### src/rtl/matmul_sequencer.sv
// Job sequencer for one systolic matrix multiply: operand latch, PE clear,
// feed supervision with timeout, drain wait, result capture and hand-off.
module matmul_sequencer #(
  parameter int MATRIX_SIZE  = 4,
  parameter int DATA_WIDTH   = 8,
  parameter int ACC_WIDTH    = 20,
  parameter int DRAIN_CYCLES = 4,
  parameter int FEED_TIMEOUT = 32
) (
  input  logic clk,
  input  logic rst,
  input  logic start_valid,
  output logic start_ready,
  input  logic [MATRIX_SIZE*MATRIX_SIZE*DATA_WIDTH-1:0] mat_a_in,
  input  logic [MATRIX_SIZE*MATRIX_SIZE*DATA_WIDTH-1:0] mat_b_in,
  output logic [MATRIX_SIZE*MATRIX_SIZE*DATA_WIDTH-1:0] mat_a_out,
  output logic [MATRIX_SIZE*MATRIX_SIZE*DATA_WIDTH-1:0] mat_b_out,
  output logic feed_rst,
  input  logic feed_done_a,
  input  logic feed_done_b,
  output logic tpu_clear,
  input  logic [MATRIX_SIZE*MATRIX_SIZE*ACC_WIDTH-1:0] tpu_result_in,
  output logic [MATRIX_SIZE*MATRIX_SIZE*ACC_WIDTH-1:0] result_out,
  output logic result_valid,
  input  logic result_ready,
  output logic result_err,
  output logic busy
);

  localparam int OW = MATRIX_SIZE*MATRIX_SIZE*DATA_WIDTH;
  localparam int RW = MATRIX_SIZE*MATRIX_SIZE*ACC_WIDTH;
  localparam int FW = $clog2(FEED_TIMEOUT);
  localparam int DW = $clog2(DRAIN_CYCLES+1);

  localparam logic [2:0] S_IDLE    = 3'd0;
  localparam logic [2:0] S_CLEAR   = 3'd1;
  localparam logic [2:0] S_FEED    = 3'd2;
  localparam logic [2:0] S_DRAIN   = 3'd3;
  localparam logic [2:0] S_CAPTURE = 3'd4;
  localparam logic [2:0] S_OUT     = 3'd5;

  logic [2:0]    r_state;
  logic [FW-1:0] r_feed_cnt;
  logic [DW-1:0] r_drain_cnt;
  logic          r_done_a;
  logic          r_done_b;
  logic          r_err;
  logic [OW-1:0] r_a;
  logic [OW-1:0] r_b;
  logic [RW-1:0] r_result;
  logic          r_result_err;

  logic w_done_a;
  logic w_done_b;
  logic w_both;
  logic w_timeout;
  logic w_drain_end;

  // A pulse landing in the same cycle as the other flag still counts.
  assign w_done_a    = r_done_a | feed_done_a;
  assign w_done_b    = r_done_b | feed_done_b;
  assign w_both      = w_done_a & w_done_b;
  assign w_timeout   = (r_feed_cnt == FW'(FEED_TIMEOUT-1));
  assign w_drain_end = (r_drain_cnt == DW'(DRAIN_CYCLES-1));

  always_ff @(posedge clk or posedge rst) begin
    if (rst) begin
      r_state      <= S_IDLE;
      r_feed_cnt   <= '0;
      r_drain_cnt  <= '0;
      r_done_a     <= 1'b0;
      r_done_b     <= 1'b0;
      r_err        <= 1'b0;
      r_a          <= '0;
      r_b          <= '0;
      r_result     <= '0;
      r_result_err <= 1'b0;
    end else begin
      case (r_state)
        S_IDLE: begin
          if (start_valid) begin
            r_a     <= mat_a_in;
            r_b     <= mat_b_in;
            r_state <= S_CLEAR;
          end
        end
        S_CLEAR: begin
          r_feed_cnt <= '0;
          r_done_a   <= 1'b0;
          r_done_b   <= 1'b0;
          r_state    <= S_FEED;
        end
        S_FEED: begin
          r_done_a <= w_done_a;
          r_done_b <= w_done_b;
          if (w_both) begin
            r_drain_cnt <= '0;
            r_state     <= S_DRAIN;
          end else if (w_timeout) begin
            r_err   <= 1'b1;
            r_state <= S_CAPTURE;
          end else begin
            r_feed_cnt <= r_feed_cnt + FW'(1);
          end
        end
        S_DRAIN: begin
          if (w_drain_end) r_state <= S_CAPTURE;
          else r_drain_cnt <= r_drain_cnt + DW'(1);
        end
        S_CAPTURE: begin
          r_result     <= tpu_result_in;
          r_result_err <= r_err;
          r_state      <= S_OUT;
        end
        S_OUT: begin
          if (result_ready) begin
            r_feed_cnt  <= '0;
            r_drain_cnt <= '0;
            r_done_a    <= 1'b0;
            r_done_b    <= 1'b0;
            r_err       <= 1'b0;
            r_state     <= S_IDLE;
          end
        end
        default: r_state <= S_IDLE;
      endcase
    end
  end

  assign start_ready  = (r_state == S_IDLE);
  assign busy         = (r_state != S_IDLE);
  assign feed_rst     = (r_state != S_FEED);
  assign tpu_clear    = (r_state == S_CLEAR);
  assign result_valid = (r_state == S_OUT);
  assign result_out   = r_result;
  assign result_err   = r_result_err;
  assign mat_a_out    = r_a;
  assign mat_b_out    = r_b;

endmodule

### config.mk
export PLATFORM = sky130hd
export DESIGN_NAME = matmul_sequencer
export DESIGN_NICKNAME = d
export VERILOG_FILES = /design/src/rtl/matmul_sequencer.sv
export SDC_FILE = /design/constraint.sdc
export NUM_CORES = 1
export LEC_CHECK = 0
export ABC_CLOCK_PERIOD_IN_PS = 21200
export CAP_MARGIN = 20
export CORE_AREA = 2 2 460 462
export DETAILED_ROUTE_END_ITERATION = 6
export DIE_AREA = 0 0 462 464
export GPL_TIMING_DRIVEN = 0
export PLACE_DENSITY = 0.31
export SLEW_MARGIN = 40
export SYNTH_ARGS = -nofsm -noshare
export SYNTH_HDL_FRONTEND = slang
export SYNTH_SLANG_ARGS = --single-unit
### constraint.sdc
create_clock -name clk -period 21.2 [get_ports clk]
set_input_delay 3.18 -clock clk [delete_from_list [all_inputs] [get_ports clk]]
set_output_delay 3.18 -clock clk [all_outputs]
set_load 0.01 [all_outputs]
==> metrics.csv <==
metric,value,unit
status,completed,
synth_area,0.0227,mm2
synth-seq-area-share,0.652,
drtPass1Iterations,4,
routedWlPerCell,23.9,um
grt_pass1_wl,171000,um
post-route-drc-count,0,
min_path_type,flip-flop to flip-flop,
drtAntennaViolNets,0,
ios,1164,
cts_resized,0,
clock_path_buffers,3,
fin_crit_sh,0.263,
viasPerCell,3.05,
ys_warn_count,0,
clock_latency,0.71,ns
clock_skew,0.0241,ns
worst-setup-path-type,flip-flop to output pin,
grt_usage,0.118,
netlist_instances,1307,
fin_crit,5.57,ns
h-tree-depth,3,
design_area,0.0409,mm2
drive_gt1_frac,0.297,
synth_ff_type,dfrtp_1,
synth_most_common_cell,dfrtp_1,
first_global_vias,18000,
peakVddDrop,77.6,uV
drtIter0Drc,521,
area_delta_synth_final,80.4,%
synth_common_cells,"dfrtp_1 (591), mux2_2 (556), buf_4 (29), buf_12 (26), mux2_4 (21)",
grt-ovfl-total,0,
slowest_stage,clkdlybuf4s50_1,
max_slew.worst_pin.slew,0.585,ns
io_buffers,1163,
design.core.area,0.209,mm2
leakage,16.2,nW
synth-edff-count,0,
max_stage_delay,0.62,ns
die_w,462,um
relSlewSlack,0.608,
post-place-ws,15.42,ns
synth_top_area_share,0.652,
path_clk_slew,0.06,ns
synth_area_per_cell,17.3,um2
finalSetupViolCount,0,
die-area,0.214,mm2
ys_types,41,
nFillCells,22700,
wirelength,130000,um
hold_viol_final,0,
grt_max_degree,66,
syn_nets,1893,
critPathMaxFanout,10,
gp_congestion,0.747,
nets,3152,
worstPathCellList,"clkbuf_1, inv_1, nor2_1, clkdlybuf4s50_1",
layout_setup_ws,15.63,ns
grt_setup_unrepaired,no,
cts_tree,done,
async_flop_share,1.00,
crit_arrival,2.39,ns
antenna_found_initial,66,
worst_setup_path_start_kind,flip-flop,
vias,16600,
start_util,0.108,
final_max_slew_viol_count,0,
cts_sinks,591,
fp-row-count,168,
fmax,179,MHz
dp_hpwl,107000,um
synth_seq_cells,591,
cts_root_buf,clkbuf_16,
ys_top_cells_by_area,"dfrtp_1 (65%), mux2_2 (28%), buf_12 (2.3%), mux2_4 (1.4%), buf_4 (0.96%)",
end_kind,output pin,
postPlaceCellArea,0.0381,mm2
cts_hold_buf,0,
synth_top_cell_by_area,dfrtp_1,
cap_violations,0,
post_cts_buffers,0,
cp.required,18.02,ns
pwr_density_cell,144,mW/mm2
cts_buffers,84,
die_h,464,um
==> cells in the final DEF, fill, tap and decap left out, types with 3 or more instances in the layout <==
cell             instances
mux2i_1                  4
inv_1                    7
bufinv_16                4
buf_2                   10
nand2_1                  4
o22ai_1                  4
a31oi_1                  4
buf_4                   29
dfrtp_1                591
clkdlybuf4s50_1       1163
clkbuf_16               87
clkinv_2                 7
inv_6                    3
diode_2                 22
clkbuf_1                31
mux2_4                  21
o21ai_0                  8
mux2_2                 556
clkbuf_8                16
clkinvlp_4               3
buf_16                  10
ha_1                     4
buf_12                  26
==> per-stage QoR <==
stage | instances | utilization | total power, mW | hold WS, ns | TNS, ns
floorplan | 1307 | - | 2.80 | 0.441 | 0
global placement | 5275 | 0.181 | 4.54 | 0.482 | -6294.34
detailed placement | 5285 | 0.182 | 4.52 | 0.488 | 0
CTS | 5435 | 0.195 | 6.05 | 0.502 | 0
global route | 5439 | 0.195 | 6.23 | 0.511 | 0
finish | 5457 | 0.196 | 5.88 | 0.495 | 0
==> state kept, by name, indices dropped and copies added, names as in the netlist <==
register / cells
result_out: 320
mat_a_out: 128
mat_b_out: 128
r_feed_cnt: 5
r_drain_cnt: 3
r_state: 3
r_done_a: 1
r_done_b: 1
r_err: 1
result_err: 1
==> critical path, delay by kind of cell (launching register included) <==
kind	cells	cell delay, ns
AND/OR/NAND/NOR	1	0.14
buffers and inverters	3	1.14
flip-flops	1	0.43
==> cells by family after synthesis <==
| kind of cell | synth area share |
|---|---|
| flip-flops | 0.652 |
| multiplexers | 0.292 |
| adder cells (fa/ha/maj) | 0.00221 |
| AND/OR/NAND/NOR | 0.00806 |
| buffers and inverters | 0.0374 |
| AO/OA/AOI/OAI | 0.00811 |
==> where the power goes <==
group,leakage [nW],switching [mW],internal [mW]
clock,1.33,0.580,0.857
combinational,7.60,1.00,1.43
sequential,7.24,0.331,1.67
==> path summary, 6_finish.rpt <==
kind / from / to / slack [ns] / cells after the start
setup / recovery: r_state[2]$_DFFE_PP0P_ / result_valid / 15.63 / 4
hold / removal: r_err$_DFFE_PP0P_ / r_err$_DFFE_PP0P_ / 0.50 / 2
setup reg to reg: r_state[0]$_DFFE_PP0P_ / mat_b_out[21]$_DFFE_PP0P_ / 18.77 / 6
hold reg to reg: r_err$_DFFE_PP0P_ / r_err$_DFFE_PP0P_ / 0.50 / 2
max in group asynchronous: rst / result_out[319]$_DFFE_PP0P_ / 16.29 / 7
min in group asynchronous: rst / mat_a_out[91]$_DFFE_PP0P_ / 2.86 / 2
==> cell type report <==
| cell class | instances | area, um2 | area share |
|---|---|---|---|
| Clock inverter | 18 | 224 | 0.00548 |
| Buffer | 69 | 818 | 0.0200 |
| Inverter | 8 | 37.5 | 0.000918 |
| Timing Repair Buffer | 1173 | 11900 | 0.291 |
| Tap cell | 2805 | 3510 | 0.0858 |
| Clock buffer | 132 | 2510 | 0.0613 |
| Antenna cell | 22 | 55.1 | 0.00135 |
| Multi-Input combinational cell | 639 | 7030 | 0.172 |
| Sequential cell | 591 | 14800 | 0.362 |
==> per-layer routing <==
layer	vias to the layer above	GRT usage	routed length, um
li1	7225	-	-
met3	197	0.0768	17800
met1	8314	0.124	48100
met2	820	0.197	61700
met5	-	0	426
met4	68	0.0240	2300
(Power assumes the default switching activity.)
